$ cat config.mk
export PLATFORM = sky130hd
export DESIGN_NAME = regfile_mp
export DESIGN_NICKNAME = d
export VERILOG_FILES = /design/src/rtl/regfile_pkg.sv /design/src/rtl/regfile_clr_fsm.sv /design/src/rtl/regfile_mp.sv
export SDC_FILE = /design/constraint.sdc
export NUM_CORES = 1
export LEC_CHECK = 0
export BUFFER_PORTS_ARGS = -buffer_cell sky130_fd_sc_hd__buf_2
export CAP_MARGIN = 0
export CORE_AREA = 2 2 357 359
export CTS_BUF_LIST = sky130_fd_sc_hd__clkbuf_4
export DETAILED_ROUTE_END_ITERATION = 10
export DIE_AREA = 0 0 359 361
export PLACE_DENSITY = 0.62
export REMOVE_ABC_BUFFERS = 1
export SYNTH_ARGS = -nofsm -noshare
export SYNTH_HDL_FRONTEND = slang
export SYNTH_SLANG_ARGS = --single-unit
$ cat constraint.sdc
create_clock -name clk -period 3.3 [get_ports clk]
set_clock_uncertainty 0.15 [all_clocks]
set_input_delay 0.495 -clock clk [delete_from_list [all_inputs] [get_ports clk]]
set_output_delay 0.495 -clock clk [all_outputs]
set_load 0.05 [all_outputs]
$ cat src/rtl/regfile_pkg.sv
// Shared types and default sizes for the multi-port register file.
// Optional feature macro used by regfile_mp: REGFILE_BYPASS_EN (write-first reads).
package regfile_pkg;

  // Clear sequencer states
  typedef enum logic {
    IDLE  = 1'b0,
    CLEAR = 1'b1
  } clr_state_t;

  localparam int DEF_DATA_W = 32;
  localparam int DEF_ADDR_W = 5;
  localparam int DEF_NUM_RD = 2;

endpackage

$ cat src/rtl/regfile_clr_fsm.sv
// Clear sequencer: walks every entry once, issuing a zero write per cycle.
// busy is registered and is high exactly while the sequencer is in CLEAR.
module regfile_clr_fsm
  import regfile_pkg::*;
#(
  parameter int ADDR_W = DEF_ADDR_W
) (
  input  logic              clk,
  input  logic              rst,
  input  logic              clr_req,
  output logic              busy,
  output logic              clr_we,
  output logic [ADDR_W-1:0] clr_addr
);

  localparam logic [ADDR_W-1:0] LAST_ADDR = '1;

  clr_state_t        r_state;
  logic [ADDR_W-1:0] r_cnt;
  logic              r_busy;

  // State, counter and busy flag; reset starts a clear from entry 0
  always_ff @(posedge clk) begin
    if (rst) begin
      r_state <= CLEAR;
      r_cnt   <= '0;
      r_busy  <= 1'b1;
    end else begin
      case (r_state)
        IDLE: begin
          if (clr_req) begin
            r_state <= CLEAR;
            r_cnt   <= '0;
            r_busy  <= 1'b1;
          end
        end
        CLEAR: begin
          // Requests during a clear are ignored; the counter stops at the
          // last entry instead of wrapping into a second pass.
          if (r_cnt == LAST_ADDR) begin
            r_state <= IDLE;
            r_busy  <= 1'b0;
          end else begin
            r_cnt <= r_cnt + 1'b1;
          end
        end
        default: begin
          r_state <= IDLE;
          r_busy  <= 1'b0;
        end
      endcase
    end
  end

  assign busy     = r_busy;
  assign clr_we   = r_busy;
  assign clr_addr = r_cnt;

endmodule

$ cat src/rtl/regfile_mp.sv
// Multi-port register file: NUM_RD registered read ports, one write port,
// optional hardwired-zero entry 0 and a self-sequenced full-array clear.
// Define REGFILE_BYPASS_EN for write-first reads; default is read-first.
module regfile_mp
  import regfile_pkg::*;
#(
  parameter int DATA_W   = DEF_DATA_W,
  parameter int ADDR_W   = DEF_ADDR_W,
  parameter int NUM_RD   = DEF_NUM_RD,
  parameter int ZERO_REG = 1
) (
  input  logic                     clk,
  input  logic                     rst,
  input  logic                     clr_req,
  output logic                     busy,
  input  logic [NUM_RD*ADDR_W-1:0] rd_addr,
  output logic [NUM_RD*DATA_W-1:0] rd_data,
  input  logic                     we,
  input  logic [ADDR_W-1:0]        wr_addr,
  input  logic [DATA_W-1:0]        wr_data
);

  localparam int DEPTH = 2 ** ADDR_W;

  logic [DATA_W-1:0] r_mem     [DEPTH];
  logic [DATA_W-1:0] r_rd_p1   [NUM_RD];
  logic [DATA_W-1:0] w_rd_next [NUM_RD];
  logic [ADDR_W-1:0] w_rd_addr [NUM_RD];

  logic              w_busy;
  logic              w_clr_we;
  logic [ADDR_W-1:0] w_clr_addr;
  logic              w_clr_start;
  logic              w_zero_wa;
  logic              w_usr_we;
  logic              w_mem_we;
  logic [ADDR_W-1:0] w_mem_addr;
  logic [DATA_W-1:0] w_mem_data;

  regfile_clr_fsm #(
    .ADDR_W (ADDR_W)
  ) u_clr_fsm (
    .clk      (clk),
    .rst      (rst),
    .clr_req  (clr_req),
    .busy     (w_busy),
    .clr_we   (w_clr_we),
    .clr_addr (w_clr_addr)
  );

  assign busy        = w_busy;
  assign w_clr_start = clr_req & ~w_busy;
  assign w_zero_wa   = (ZERO_REG != 0) && (wr_addr == '0);
  // A user write only lands in IDLE, loses to reset and to a clear request,
  // and never touches the hardwired zero entry.
  assign w_usr_we    = we & ~w_busy & ~clr_req & ~rst & ~w_zero_wa;

  for (genvar k = 0; k < NUM_RD; k++) begin : g_port
    assign w_rd_addr[k]                 = rd_addr[k*ADDR_W +: ADDR_W];
    assign rd_data[k*DATA_W +: DATA_W]  = r_rd_p1[k];
  end

  // Write port mux: the clear sequencer owns the array while busy
  always_comb begin
    w_mem_we   = w_usr_we;
    w_mem_addr = wr_addr;
    w_mem_data = wr_data;
    if (w_busy) begin
      w_mem_we   = w_clr_we;
      w_mem_addr = w_clr_addr;
      w_mem_data = '0;
    end
  end

  // Array storage update
  always_ff @(posedge clk) begin
    if (w_mem_we) begin
      r_mem[w_mem_addr] <= w_mem_data;
    end
  end

  // Next read data per port, with optional write-first forwarding
  always_comb begin
    for (int k = 0; k < NUM_RD; k++) begin
      w_rd_next[k] = r_mem[w_rd_addr[k]];
`ifdef REGFILE_BYPASS_EN
      if (w_usr_we && (w_rd_addr[k] == wr_addr)) begin
        w_rd_next[k] = wr_data;
      end
`endif
      if ((ZERO_REG != 0) && (w_rd_addr[k] == '0)) begin
        w_rd_next[k] = '0;
      end
    end
  end

  // ---- stage p1: registered read ports ----
  // Outputs read zero from the edge that starts a clear until it finishes.
  always_ff @(posedge clk) begin
    for (int k = 0; k < NUM_RD; k++) begin
      if (rst || w_busy || w_clr_start) begin
        r_rd_p1[k] <= '0;
      end else begin
        r_rd_p1[k] <= w_rd_next[k];
      end
    end
  end

endmodule

---- After elaboration in Yosys (flattened, before gate mapping) ----
Memories as Yosys holds them, arrays and structs flattened.
Index checks and enable logic that the tools add are counted.
storage, ports and cells
  bits in registers ....................... 7
  memory bits (writable) .................. 1,088
  input port bits ......................... 51
  output and inout port bits .............. 65
  word-level logic and storage cells ...... 50
  memories kept ........................... 2
operators by class
  $add $sub $neg .......................... 1
  equality and inequality tests ........... 4
  multiplexer cells ....................... 21
  bitwise gates (word level) .............. 12
  reductions and logical operators ........ 7
memory list
  memory   words  bits a word  rd ports  clocked after Yosys merged registers in  wr ports  RTL line          RTL
  r_mem    32     32           2         0                                        1         regfile_mp.sv:25  logic [DATA_W-1:0] r_mem [DEPTH];
  r_rd_p1  2      32           2         0                                        2         regfile_mp.sv:26  logic [DATA_W-1:0] r_rd_p1 [NUM_RD];
operators by type and width
  kind                                          number
  two-way mux 32 bit                            5
  logical NOT 5 bit                             3
  two-way mux 5 bit                             3
  two-way mux 1 bit                             10
  case mux 5 bit (2 select lines)               1
  != test 2 bit (second input constant)         3
  adder 5 x 1 -> 5 bit (second input constant)  1
  AND 1 bit                                     5
  equality test 5 bit (second input constant)   1
  inverter 1 bit                                5
  case mux 1 bit (2 select lines)               2
  AND reduction 2 bit                           2
  logical OR 1 bit                              2
  bitwise OR 1 bit                              2

---- Depth between registers and ports, before layout ----
  word-level depth ........................ 8
  depth in mapped cells ................... 9

---- By module ----
Synthesis repeated with hierarchy kept, for this count alone.
unflattened totals
  cell total of the unflattened synthesis .. 2,428
  area total of the unflattened synthesis .. 49,172.2 µm²
modules (own cells, without submodules)
  module           times used  cells each  area each (µm²)
  regfile_mp       1           2,388       48,820.6
  regfile_clr_fsm  1           40          351.6

---- Worst setup path after synthesis ----
Ideal clock, no wire load.
  path kind ............................... register to register
  start ................................... reg u_clr_fsm.r_busy (netlist: u_clr_fsm.busy)
  end ..................................... mem r_mem[0][0] in the netlist's numbering, enable pin
  arrival time ............................ 3,060 ps
  required time ........................... 2,729 ps
  slack ................................... -331 ps
  cell stages (with the launch flop) ...... 6
  buffers on the path ..................... 2
  period minus slack after synthesis ...... 3,631 ps
  path through ............................ dfxtp_1 -> clkbuf_1 -> clkbuf_1 -> mux2i_1 -> nand2_1 -> nor2_1
between the ends
  longest elaborated chain between the ends .. 8
  elaborated cells between the ends (all ways) .. 9
  those cells by class .................... mux (4); bitwise (5)
RTL lines
  item                                     RTL line               RTL
  from (decl)                              regfile_clr_fsm.sv:20  logic r_busy;
  from (signal assigned)                   regfile_clr_fsm.sv:27  r_busy <= 1'b1;
  from (signal assigned)                   regfile_clr_fsm.sv:34  r_busy <= 1'b1;
  from (signal assigned)                   regfile_clr_fsm.sv:42  r_busy <= 1'b0;
  inverter 1 bit                           regfile_mp.sv:56       assign w_usr_we = we & ~w_busy & ~clr_req & ~rst & ~w_zero_wa;
  AND 1 bit (4 in a row)                   regfile_mp.sv:56
  two-way mux 1 bit                        regfile_mp.sv:68       if (w_busy) begin
  two-way mux 1 bit                        regfile_mp.sv:77       if (w_mem_we) begin
  two-way mux 1 bit (not written as such)  regfile_mp.sv:78       r_mem[w_mem_addr] <= w_mem_data;
  to (decl)                                regfile_mp.sv:25
Parallel ways exist; a longest one is shown, timed or not.

==> qor.txt <==
most frequent cells in the layout: 1024 x edfxtp_1, 450 x mux2i_1, 440 x clkbuf_4
crit path launch type: flop
IO buf count: 115
vias per cell: 6.11
DRC errors left: 0
cells after synthesis: 2873
Starting Density: 39.8%
# nets final: 3375
Post-Synth Simple-Gate Area: 2.49%
Synth top area share: 61.6%
TritonCTS clock tree: built
pin count of the biggest net entering global routing: 63
clock sink count: 1095
Final Max Tran Viols: 0
adder-cell area share of the yosys netlist: 0.0501%
fillers: 10633
Rel. slew slack: 14.7%
total track usage: 23.1%
Worst-path clk slew: 0.07 ns
final instance area: 58600 um2
Max Cap Viol: 0
unrepaired setup endpoints after global routing: false
Seq/Total Area, Yosys: 64.4%
count of different cell masters after synthesis: 38
cts bufs inserted: 309
Avg Cell Area, Syn: 17.4 um2
Peak Freq: 0.313 GHz
most common cell after layout, fill and taps aside: edfxtp_1
Tcrit/Tclk final: 96.9%
Pwr Density: 502 nW/um2
grt total ovfl: 0
critical path class: flop to flop
drt total wl: 153000 um
Req. time, crit path: 4.32 ns
first drt pass iteration count: 6
Die Wd: 359 um
Die Ht: 361 um
CTS Root Buffer Type: clkbuf_4
Cell Area, Placed: 54200 um2
first-pass GRT wire length: 219000 um
Die Area: 130000 um2
WHS: 0.157 ns
I/O Pins: 116
post-synthesis register bit count: 1095
largest family of logic cells by synthesized area: multiplexers
layer with the highest usage: met2
via count of the routed design: 31714
met1 usage: 30.6%
initial antenna violation count: 8
Worst Max-Slew Pin Slew: 1.27 ns
share of layout cells above drive strength 1: 34.7%
post-synthesis compound-gate area fraction: 7.13%
setup violators final: 0
top cell type by total area after synthesis: edfxtp_1
clk buf depth: 4
hpwl dp: 88200 um
row count: 130
met3 Track Usage GR: 5.34%
H-tree lvl count: 5
EDFF count, synth: 1024
core area: 125000 um2
Synth Cell Area: 49900 um2
worst path arrival time: 4.22 ns
outcome: finished, final reports clean
Syn-to-layout area delta: 17.3%
minimum clock period: 3.20 ns
Worst Setup End Kind: flop
HP Class: primary input to flop
post-CTS setup buffer count: 0
Synth area leaders: edfxtp_1 62%, mux4_2 12%, mux2i_1 9.0%
setup_tns: 0 ns
met2 usage: 36.9%
crit path max fanout: 22
post-route ant nets: 0
Top FF cell, synth: edfxtp_1
vias in the first global route: 33448
mux share of post-synthesis cell area: 23.5%
DR WL/cell: 29.5 um
gpl congestion: 0.848
P_leak: 20.8 nW
DRT iter0 DRCs: 3938
Syn. warnings: 0
Async SR Flop Fraction: 0%
clock latency on the worst-skew pair: 1.23 ns
XOR/XNOR Fraction of Synth Area: 0%
Final Hold Viols: 0
VDD IR max: 0.362 mV
fin util: 46.7%
per-stage QoR:
step	instances	worst slack, ns	power (mW)
3_5_place_dp	4600	0.411	17.5
2_1_floorplan	2649	-0.819	16.5
3_3_place_gp	4600	0.436	17.4
4_1_cts	5184	0.0761	29.7
5_1_grt	5192	0.0132	30.6
6_report	5192	0.104	29.4
where the power goes:
part	leakage, nW	total [mW]	switching, mW	internal [mW]
Sequential	10.1	15.2	0.0704	15.1
Combinational	8.40	2.07	1.09	0.978
Clock	2.28	12.2	5.60	6.58
cell families after synthesis:
group,Yosys count
AO/OA/AOI/OAI,463
AND/OR/NAND/NOR,246
flip-flops,1095
adder cells (fa/ha/maj),2
buffers and inverters,231
multiplexers,836
sequential cells by signal (all words and copies together) (netlist names):
signal	flops
r_mem	1024
r_rd_p1	64
u_clr_fsm.busy	1
u_clr_fsm.clr_addr	5
u_clr_fsm.r_state	1
final timing paths:
| check | slack [ns] | depth (start not counted) | from | endpoint |
|---|---|---|---|---|
| min reg2reg | 0.38 | 2 | u_clr_fsm.r_state$_SDFF_PP1_ | u_clr_fsm.clr_addr[3]$_SDFFE_PP0P_ |
| max | 0.10 | 9 | u_clr_fsm.busy$_SDFFE_PP1P_ | r_rd_p1[0][1]$_SDFF_PP0_ |
| min | 0.16 | 4 | wr_addr[4] | r_mem[28][26]$_DFFE_PP_ |
| max reg2reg | 0.10 | 9 | u_clr_fsm.busy$_SDFFE_PP1P_ | r_rd_p1[0][1]$_SDFF_PP0_ |
timing repair:
| action | CTS | global route |
|---|---|---|
| endpoints found under the hold margin | 1112 | 0 |
| endpoints found under the setup margin | 1 | 86 |
| resized for setup | 1 | 2 |
| hold buffers | 61 | 0 |
worst max-delay path, stage by stage (launching register included):
cell,delay [ns]
dfxtp_4,0.45
inv_1,0.23
nand2_2,0.19
nor3b_4,0.26
buf_12,0.23
buf_12,0.29
a22oi_1,0.11
dlygate4sd3_1,0.58
nand2_1,0.07
dlygate4sd3_1,0.55
per-layer routing:
metal,part of all wire [%],vias to the layer above
li1,-,13084
met4,3.1,4
met2,47,1921
met1,40,16367
met3,9.6,338
met5,0.018,-
area by class of cell:
cell class / count / area, um2 / share of cell area [%]
antenna: 8 / 20.0 / 0.0342
clock buffer: 440 / 3300 / 5.64
clock inverter: 83 / 490 / 0.837
inverter: 7 / 26.3 / 0.0448
multi-input combinational: 1547 / 17000 / 28.9
sequential: 1095 / 32200 / 54.9
tap: 1650 / 2060 / 3.52
timing repair buffer: 362 / 3560 / 6.08
cell usage after synthesis (all sizes together) (71+ instances only):
library cell,instances
edfxtp,1024
mux2i,450
mux4,256
a22oi,194
mux2,130
buf,125
nor2b,100
clkbuf,99
nand2,88
dfxtp,71
No activity file was read; power rests on OpenSTA's default activity.
